**src/rtl/decode_forward_stage_if.sv**
```systemverilog
// Bundle of D-register fields, register-file read path, forwarding sources,
// pipeline control and E-register outputs for the decode stage.
interface decode_forward_stage_if #(
    parameter int W = 64
);
    logic [3:0]   D_stat, D_icode, D_ifun, D_rA, D_rB;
    logic [W-1:0] D_valC, D_valP;

    logic [3:0]   d_srcA, d_srcB;
    logic [W-1:0] rf_valA, rf_valB;

    logic [3:0]   e_dstE;
    logic [W-1:0] e_valE;
    logic [3:0]   M_dstE, M_dstM;
    logic [W-1:0] M_valE, m_valM;
    logic [3:0]   W_dstE, W_dstM;
    logic [W-1:0] W_valE, W_valM;

    logic         E_stall, E_bubble;

    logic [3:0]   E_stat, E_icode, E_ifun;
    logic [W-1:0] E_valC, E_valA, E_valB;
    logic [3:0]   E_dstE, E_dstM, E_srcA, E_srcB;

    modport master (
        output D_stat, D_icode, D_ifun, D_rA, D_rB, D_valC, D_valP,
        output rf_valA, rf_valB,
        output e_dstE, e_valE, M_dstE, M_dstM, M_valE, m_valM,
        output W_dstE, W_dstM, W_valE, W_valM,
        output E_stall, E_bubble,
        input  d_srcA, d_srcB,
        input  E_stat, E_icode, E_ifun, E_valC, E_valA, E_valB,
        input  E_dstE, E_dstM, E_srcA, E_srcB
    );

    modport slave (
        input  D_stat, D_icode, D_ifun, D_rA, D_rB, D_valC, D_valP,
        input  rf_valA, rf_valB,
        input  e_dstE, e_valE, M_dstE, M_dstM, M_valE, m_valM,
        input  W_dstE, W_dstM, W_valE, W_valM,
        input  E_stall, E_bubble,
        output d_srcA, d_srcB,
        output E_stat, E_icode, E_ifun, E_valC, E_valA, E_valB,
        output E_dstE, E_dstM, E_srcA, E_srcB
    );
endinterface

```
**src/rtl/decode_forward_stage.sv**
```systemverilog
// Y86-64 decode stage: register-ID decode, operand forwarding from E/M/W,
// and the E pipeline register with stall/bubble control.
module decode_forward_stage #(
    parameter int         W     = 64,
    parameter logic [3:0] RNONE = 4'hF,
    parameter logic [3:0] RRSP  = 4'h4
) (
    input logic                  clk,
    input logic                  rst,
    decode_forward_stage_if.slave bus
);
    typedef struct packed {
        logic [3:0]   stat;
        logic [3:0]   icode;
        logic [3:0]   ifun;
        logic [W-1:0] valC;
        logic [W-1:0] valA;
        logic [W-1:0] valB;
        logic [3:0]   dstE;
        logic [3:0]   dstM;
        logic [3:0]   srcA;
        logic [3:0]   srcB;
    } e_reg_t;

    localparam e_reg_t E_BUBBLE = '{
        stat: 4'h1, icode: 4'h1, ifun: 4'h0,
        valC: '0, valA: '0, valB: '0,
        dstE: RNONE, dstM: RNONE, srcA: RNONE, srcB: RNONE
    };

    logic [3:0]   src_a, src_b, dst_e, dst_m;
    logic [W-1:0] d_val_a, d_val_b;
    e_reg_t       e_d, e_q;

    // Most recent stage wins; within M and W the memory result beats the ALU result.
    function automatic logic [W-1:0] forward_value(
        input logic [3:0]   src,
        input logic [W-1:0] rf_val,
        input logic [3:0]   e_dst_e, input logic [W-1:0] e_val_e,
        input logic [3:0]   m_dst_m, input logic [W-1:0] m_val_m,
        input logic [3:0]   m_dst_e, input logic [W-1:0] m_val_e,
        input logic [3:0]   w_dst_m, input logic [W-1:0] w_val_m,
        input logic [3:0]   w_dst_e, input logic [W-1:0] w_val_e
    );
        if (src == RNONE)                             return '0;
        else if (e_dst_e != RNONE && src == e_dst_e)  return e_val_e;
        else if (m_dst_m != RNONE && src == m_dst_m)  return m_val_m;
        else if (m_dst_e != RNONE && src == m_dst_e)  return m_val_e;
        else if (w_dst_m != RNONE && src == w_dst_m)  return w_val_m;
        else if (w_dst_e != RNONE && src == w_dst_e)  return w_val_e;
        else                                          return rf_val;
    endfunction

    always_comb begin
        src_a = RNONE;
        src_b = RNONE;
        dst_e = RNONE;
        dst_m = RNONE;

        if (bus.D_icode inside {4'h2, 4'h4, 4'h6, 4'hA}) src_a = bus.D_rA;
        else if (bus.D_icode inside {4'h9, 4'hB})        src_a = RRSP;

        if (bus.D_icode inside {4'h4, 4'h5, 4'h6})             src_b = bus.D_rB;
        else if (bus.D_icode inside {4'h8, 4'h9, 4'hA, 4'hB})  src_b = RRSP;

        if (bus.D_icode inside {4'h2, 4'h3, 4'h6})             dst_e = bus.D_rB;
        else if (bus.D_icode inside {4'h8, 4'h9, 4'hA, 4'hB})  dst_e = RRSP;

        if (bus.D_icode inside {4'h5, 4'hB}) dst_m = bus.D_rA;
    end

    // jXX and call carry valP through the valA slot instead of a register.
    always_comb begin
        d_val_a = '0;
        d_val_b = '0;
        if (bus.D_icode == 4'h7 || bus.D_icode == 4'h8)
            d_val_a = bus.D_valP;
        else
            d_val_a = forward_value(src_a, bus.rf_valA,
                                    bus.e_dstE, bus.e_valE, bus.M_dstM, bus.m_valM,
                                    bus.M_dstE, bus.M_valE, bus.W_dstM, bus.W_valM,
                                    bus.W_dstE, bus.W_valE);
        d_val_b = forward_value(src_b, bus.rf_valB,
                                bus.e_dstE, bus.e_valE, bus.M_dstM, bus.m_valM,
                                bus.M_dstE, bus.M_valE, bus.W_dstM, bus.W_valM,
                                bus.W_dstE, bus.W_valE);
    end

    // Stall outranks bubble, so both high holds the register.
    always_comb begin
        e_d = e_q;
        if (!bus.E_stall) begin
            if (bus.E_bubble) begin
                e_d = E_BUBBLE;
            end else begin
                e_d.stat  = bus.D_stat;
                e_d.icode = bus.D_icode;
                e_d.ifun  = bus.D_ifun;
                e_d.valC  = bus.D_valC;
                e_d.valA  = d_val_a;
                e_d.valB  = d_val_b;
                e_d.dstE  = dst_e;
                e_d.dstM  = dst_m;
                e_d.srcA  = src_a;
                e_d.srcB  = src_b;
            end
        end
    end

    always_ff @(posedge clk) begin
        if (rst) e_q <= E_BUBBLE;
        else     e_q <= e_d;
    end

    assign bus.d_srcA  = src_a;
    assign bus.d_srcB  = src_b;
    assign bus.E_stat  = e_q.stat;
    assign bus.E_icode = e_q.icode;
    assign bus.E_ifun  = e_q.ifun;
    assign bus.E_valC  = e_q.valC;
    assign bus.E_valA  = e_q.valA;
    assign bus.E_valB  = e_q.valB;
    assign bus.E_dstE  = e_q.dstE;
    assign bus.E_dstM  = e_q.dstM;
    assign bus.E_srcA  = e_q.srcA;
    assign bus.E_srcB  = e_q.srcB;
endmodule

```
**src/flat_wrapper.sv**
```systemverilog
// flat-port wrapper written by rule: the top's interface ports become plain ports
module decode_forward_stage_flat 
#(
    parameter int         W     = 64,
    parameter logic [3:0] RNONE = 4'hF,
    parameter logic [3:0] RRSP  = 4'h4
)
  (clk, rst, bus_D_stat, bus_D_icode, bus_D_ifun, bus_D_rA, bus_D_rB, bus_D_valC, bus_D_valP, bus_rf_valA, bus_rf_valB, bus_e_dstE, bus_e_valE, bus_M_dstE, bus_M_dstM, bus_M_valE, bus_m_valM, bus_W_dstE, bus_W_dstM, bus_W_valE, bus_W_valM, bus_E_stall, bus_E_bubble, bus_d_srcA, bus_d_srcB, bus_E_stat, bus_E_icode, bus_E_ifun, bus_E_valC, bus_E_valA, bus_E_valB, bus_E_dstE, bus_E_dstM, bus_E_srcA, bus_E_srcB);
  decode_forward_stage_if #(.W(W)) bus_i ();
  input logic clk;
  input logic rst;
  input wire logic [$bits(bus_i.D_stat)-1:0] bus_D_stat;
  input wire logic [$bits(bus_i.D_icode)-1:0] bus_D_icode;
  input wire logic [$bits(bus_i.D_ifun)-1:0] bus_D_ifun;
  input wire logic [$bits(bus_i.D_rA)-1:0] bus_D_rA;
  input wire logic [$bits(bus_i.D_rB)-1:0] bus_D_rB;
  input wire logic [$bits(bus_i.D_valC)-1:0] bus_D_valC;
  input wire logic [$bits(bus_i.D_valP)-1:0] bus_D_valP;
  input wire logic [$bits(bus_i.rf_valA)-1:0] bus_rf_valA;
  input wire logic [$bits(bus_i.rf_valB)-1:0] bus_rf_valB;
  input wire logic [$bits(bus_i.e_dstE)-1:0] bus_e_dstE;
  input wire logic [$bits(bus_i.e_valE)-1:0] bus_e_valE;
  input wire logic [$bits(bus_i.M_dstE)-1:0] bus_M_dstE;
  input wire logic [$bits(bus_i.M_dstM)-1:0] bus_M_dstM;
  input wire logic [$bits(bus_i.M_valE)-1:0] bus_M_valE;
  input wire logic [$bits(bus_i.m_valM)-1:0] bus_m_valM;
  input wire logic [$bits(bus_i.W_dstE)-1:0] bus_W_dstE;
  input wire logic [$bits(bus_i.W_dstM)-1:0] bus_W_dstM;
  input wire logic [$bits(bus_i.W_valE)-1:0] bus_W_valE;
  input wire logic [$bits(bus_i.W_valM)-1:0] bus_W_valM;
  input wire logic [$bits(bus_i.E_stall)-1:0] bus_E_stall;
  input wire logic [$bits(bus_i.E_bubble)-1:0] bus_E_bubble;
  output wire logic [$bits(bus_i.d_srcA)-1:0] bus_d_srcA;
  output wire logic [$bits(bus_i.d_srcB)-1:0] bus_d_srcB;
  output wire logic [$bits(bus_i.E_stat)-1:0] bus_E_stat;
  output wire logic [$bits(bus_i.E_icode)-1:0] bus_E_icode;
  output wire logic [$bits(bus_i.E_ifun)-1:0] bus_E_ifun;
  output wire logic [$bits(bus_i.E_valC)-1:0] bus_E_valC;
  output wire logic [$bits(bus_i.E_valA)-1:0] bus_E_valA;
  output wire logic [$bits(bus_i.E_valB)-1:0] bus_E_valB;
  output wire logic [$bits(bus_i.E_dstE)-1:0] bus_E_dstE;
  output wire logic [$bits(bus_i.E_dstM)-1:0] bus_E_dstM;
  output wire logic [$bits(bus_i.E_srcA)-1:0] bus_E_srcA;
  output wire logic [$bits(bus_i.E_srcB)-1:0] bus_E_srcB;
  assign bus_i.D_stat = bus_D_stat;
  assign bus_i.D_icode = bus_D_icode;
  assign bus_i.D_ifun = bus_D_ifun;
  assign bus_i.D_rA = bus_D_rA;
  assign bus_i.D_rB = bus_D_rB;
  assign bus_i.D_valC = bus_D_valC;
  assign bus_i.D_valP = bus_D_valP;
  assign bus_i.rf_valA = bus_rf_valA;
  assign bus_i.rf_valB = bus_rf_valB;
  assign bus_i.e_dstE = bus_e_dstE;
  assign bus_i.e_valE = bus_e_valE;
  assign bus_i.M_dstE = bus_M_dstE;
  assign bus_i.M_dstM = bus_M_dstM;
  assign bus_i.M_valE = bus_M_valE;
  assign bus_i.m_valM = bus_m_valM;
  assign bus_i.W_dstE = bus_W_dstE;
  assign bus_i.W_dstM = bus_W_dstM;
  assign bus_i.W_valE = bus_W_valE;
  assign bus_i.W_valM = bus_W_valM;
  assign bus_i.E_stall = bus_E_stall;
  assign bus_i.E_bubble = bus_E_bubble;
  assign bus_d_srcA = bus_i.d_srcA;
  assign bus_d_srcB = bus_i.d_srcB;
  assign bus_E_stat = bus_i.E_stat;
  assign bus_E_icode = bus_i.E_icode;
  assign bus_E_ifun = bus_i.E_ifun;
  assign bus_E_valC = bus_i.E_valC;
  assign bus_E_valA = bus_i.E_valA;
  assign bus_E_valB = bus_i.E_valB;
  assign bus_E_dstE = bus_i.E_dstE;
  assign bus_E_dstM = bus_i.E_dstM;
  assign bus_E_srcA = bus_i.E_srcA;
  assign bus_E_srcB = bus_i.E_srcB;
  decode_forward_stage #(.W(W), .RNONE(RNONE), .RRSP(RRSP)) u_core (.clk(clk), .rst(rst), .bus(bus_i));
endmodule
```
**config.mk**
```make
export PLATFORM = sky130hd
export DESIGN_NAME = decode_forward_stage_flat
export DESIGN_NICKNAME = d
export VERILOG_FILES = /design/src/rtl/decode_forward_stage_if.sv /design/src/rtl/decode_forward_stage.sv /design/src/flat_wrapper.sv
export SDC_FILE = /design/constraint.sdc
export NUM_CORES = 1
export LEC_CHECK = 0
export ABC_AREA = 1
export BUFFER_PORTS_ARGS = -buffer_cell sky130_fd_sc_hd__buf_4
export CORE_AREA = 2 2 326 328
export CTS_CLUSTER_SIZE = 30
export DETAILED_ROUTE_END_ITERATION = 16
export DIE_AREA = 0 0 328 330
export SLEW_MARGIN = 10
export SYNTH_ARGS = -nofsm -noshare
export SYNTH_HDL_FRONTEND = slang
export SYNTH_SLANG_ARGS = --single-unit
```
**constraint.sdc**
```tcl
create_clock -name clk -period 5.65 [get_ports clk]
set_clock_uncertainty 0.15 [all_clocks]
set_input_delay 0.565 -clock clk [delete_from_list [all_inputs] [get_ports clk]]
set_output_delay 0.565 -clock clk [all_outputs]
set_load 0.05 [all_outputs]
```
==> metrics.txt <==
Setup CP Type=in -> reg; final WL=~120000 µm; Post-Synth Adder-Cell Area=0; post-route clock period utilization=0.6268; Mapped Nets=roughly 4.2k; Total GRT Usage=0.2177; RSZ-0062 raised after global routing=false; count leader, synth=nand2_1; fmax=282.4 MHz; DR pass1 iterations=6; FFs w/ async S/R, synth=0; Worst-path clk slew=0.06 ns; Hold WS=roughly 0.060 ns; CTS Buf Count=34; routed vias=around 26k; mapped cell area=~0.019 mm²; GPL Wtd Cong=0.9279; IO buf count=about 850; Die X=between 300 and 400 µm; Max clock buf depth=3; Slew Limit Fails=0; most frequent cell on the critical path=nand2_1; Starting Density=0.1813; DRT iter0 DRCs=approximately 2.3k; #FFs+latches synth=between 200 and 250; placed cells=~5.6k; crit-path max FO=34; syn_area_per_cell=roughly 5.3 µm²; ratio of cells with drive above 1 in the final layout=0.2307; total power=around 0.0063 W; Worst-Margin Slew=between 1 and 1.5 ns; first-pass GRT wire length=172000 µm; sequential share of the synthesized area=0.2321; Overflow after GRT=0; largest net degree at the start of global routing=between 100 and 150; Finished Layout Cells=between 5k and 6k; top cells by area, synth=nand2_1 (26%), dfxtp_1 (23%), inv_1 (14%); setup_tns=0 ns; leak pwr=approximately 15 nW; share of the synthesized area in the top cell type=0.2597; htree depth=2; multiplexer share of the synthesized area=0; CTS tree=yes; Layout area overhead=45.50%; clock root buffer=clkbuf_16; CP max stage delay=~0.56 ns; quantity of gates resized following cts=0; Vias/cell=between 4 and 5; vias in the first global route=~24k; Gate Count Post-Synth=3604; CP startpoint kind=input pin; CP Buf/Inv Count=6; Synth Area in Compound Gates=0.1321; Max transition margin=0.2720; io pins=848; Worst Setup End Kind=register; Post-synth EDFFs=0; Peak VDD IR=between 0.00015 and 0.0002 V; critical path data required time=approximately 6 ns; initial antenna violation count=between 50 and 60; Cell variety after synth=36; antenna-violating nets left=0; WL/cell=approximately 22 µm; critical path arrival=around 3.9 ns; Ys Warns=0; Hold/Removal Path Class=in -> reg; final worst path period need=3.541 ns; final hold vios=0; TritonCTS sink count=220; Rows=~120; Nets=4901; Die Area=0.1082 mm²; Clock Latency Late Sink=slightly below 0.6 ns; total core area=~0.10 mm²; delay-heaviest family, CP=buffers and inverters; xor and xnor fraction of the mapped netlist area=0.007384; fin area=roughly 0.028 mm²; MaxCap Viol Count=0; Simple-Gate Fraction of Synth Area=0.4167; count of final setup violators=0; highest-delay cell along the critical path=buf_4; Placed Area=roughly 0.026 mm²; status=complete, no violations; DRC=0; height of the die=around 330 µm; synth cell count leaders=nand2_1 (1313), inv_1 (725), nand3_1 (523), dfxtp_1 (220), a21oi_1 (209); Synth area leader=nand2_1; Detailed Place HPWL=around 90000 µm; main combinational cell family by area after synthesis=simple AND/OR/NAND/NOR gates; Most used DFF post-synth=dfxtp_1; Post-CTS Setup Bufs=0; crit-path cells=dlygate4sd3_1, buf_4, inv_1, nand3_4, nand2_1, nand2_1, nand2_1, nor2_4, buf_4, buf_4, nand3_1, nand2_1, inv_1, nand2_1, nand2_1, nand2_1, nand2_1, nand2_1, nand2_1, a21oi_1; PwrDens=between 200 and 250 mW/mm²
==> tightest hold or removal path, stage by stage <==
cell and delay, ns:
buf_4 0.09, o22ai_1 0.06, nand2_1 0.05
==> power by group <==
group          leakage (nW)  internal (W)  total [W]  switching [W]
clock                 0.553       0.00139    0.00236       0.000968
combinational          12.9      0.000766    0.00230        0.00153
sequential             1.79       0.00163    0.00167      0.0000455
==> layout by cell type, fill, tap and decap left out, types with 2 or more instances in the layout <==
| master | n |
|---|---|
| buf_12 | 6 |
| o21ai_0 | 177 |
| nor2_1 | 9 |
| nand4_1 | 8 |
| inv_1 | 725 |
| nor3_1 | 2 |
| nand2_4 | 15 |
| nand3_1 | 522 |
| buf_4 | 874 |
| clkbuf_8 | 5 |
| o21ai_1 | 85 |
| clkinv_2 | 5 |
| xnor2_1 | 2 |
| diode_2 | 22 |
| bufinv_16 | 5 |
| dlygate4sd3_1 | 3 |
| clkbuf_1 | 7 |
| inv_2 | 16 |
| clkbuf_16 | 34 |
| dfxtp_1 | 220 |
| nand3b_1 | 2 |
| clkinvlp_4 | 5 |
| nand2_2 | 5 |
| nand3_4 | 3 |
| xor2_1 | 14 |
| nor2_4 | 9 |
| nand3_2 | 3 |
| o22ai_1 | 14 |
| a21oi_1 | 209 |
| nand2_1 | 1307 |
==> worst paths after layout <==
kind / from / endpoint / slack (ns) / cells after the start
max: bus_D_rA[2] / u_core.bus.E_valA[12]$_SDFFE_PP0N_ / 2.11 / 20
min: bus_D_rA[3] / u_core.bus.E_dstM[3]$_SDFFE_PP1N_ / 0.06 / 3
max reg2reg: u_core.bus.E_valA[8]$_SDFFE_PP0N_ / u_core.bus.E_valA[8]$_SDFFE_PP0N_ / 4.68 / 2
min reg2reg: u_core.bus.E_stat[1]$_SDFFE_PP0N_ / u_core.bus.E_stat[1]$_SDFFE_PP0N_ / 0.32 / 2
==> repair_timing <==
action,in CTS,in global routing
setup endpoints to repair,0,0
endpoints found under the hold margin,3,0
hold buffers,3,0
==> cell type report <==
class	count	area (µm²)
Clock buffer	44	918.4
Tap cell	1391	1740
Sequential cell	220	4404
Timing Repair Buffer	885	6739
Fill cell	11976	77060
Antenna cell	22	55.05
Multi-Input combinational cell	2396	10710
Clock inverter	16	247.7
Inverter	744	2795
==> per-stage QoR <==
| stage | setup slack [ns] | utilization |
|---|---|---|
| after floorplan | 3.154 | - |
| after global placement | 1.766 | 0.2519 |
| after detailed placement | 1.689 | 0.2519 |
| after CTS | 2.226 | 0.2633 |
| after global routing | 1.983 | 0.2636 |
| final | 2.109 | 0.2638 |
==> metal layers <==
metal | GRT usage | routed length [µm]
met5 | 0 | 306
met4 | 0.08566 | 4648
met3 | 0.06774 | 13520
met2 | 0.3505 | 56300
met1 | 0.2699 | 49450
==> registers in the layout, indices dropped and copies added, names as in the netlist <==
signal and count:
u_core.bus.E_srcB 4, u_core.bus.E_valB 64, u_core.bus.E_stat 4, u_core.bus.E_ifun 4, u_core.bus.E_valA 64, u_core.bus.E_dstM 4
u_core.bus.E_dstE 4, u_core.bus.E_srcA 4, u_core.bus.E_valC 64, u_core.bus.E_icode 4
==> cell families after synthesis <==
family                    after synthesis
AOI/OAI and AO/OA                     492
buffers and inverters                 988
xor gates and xnor gates               16
DFF                                   220
and+or+nand+nor                      1888
Note: power is estimated with default switching activity, not from simulation.
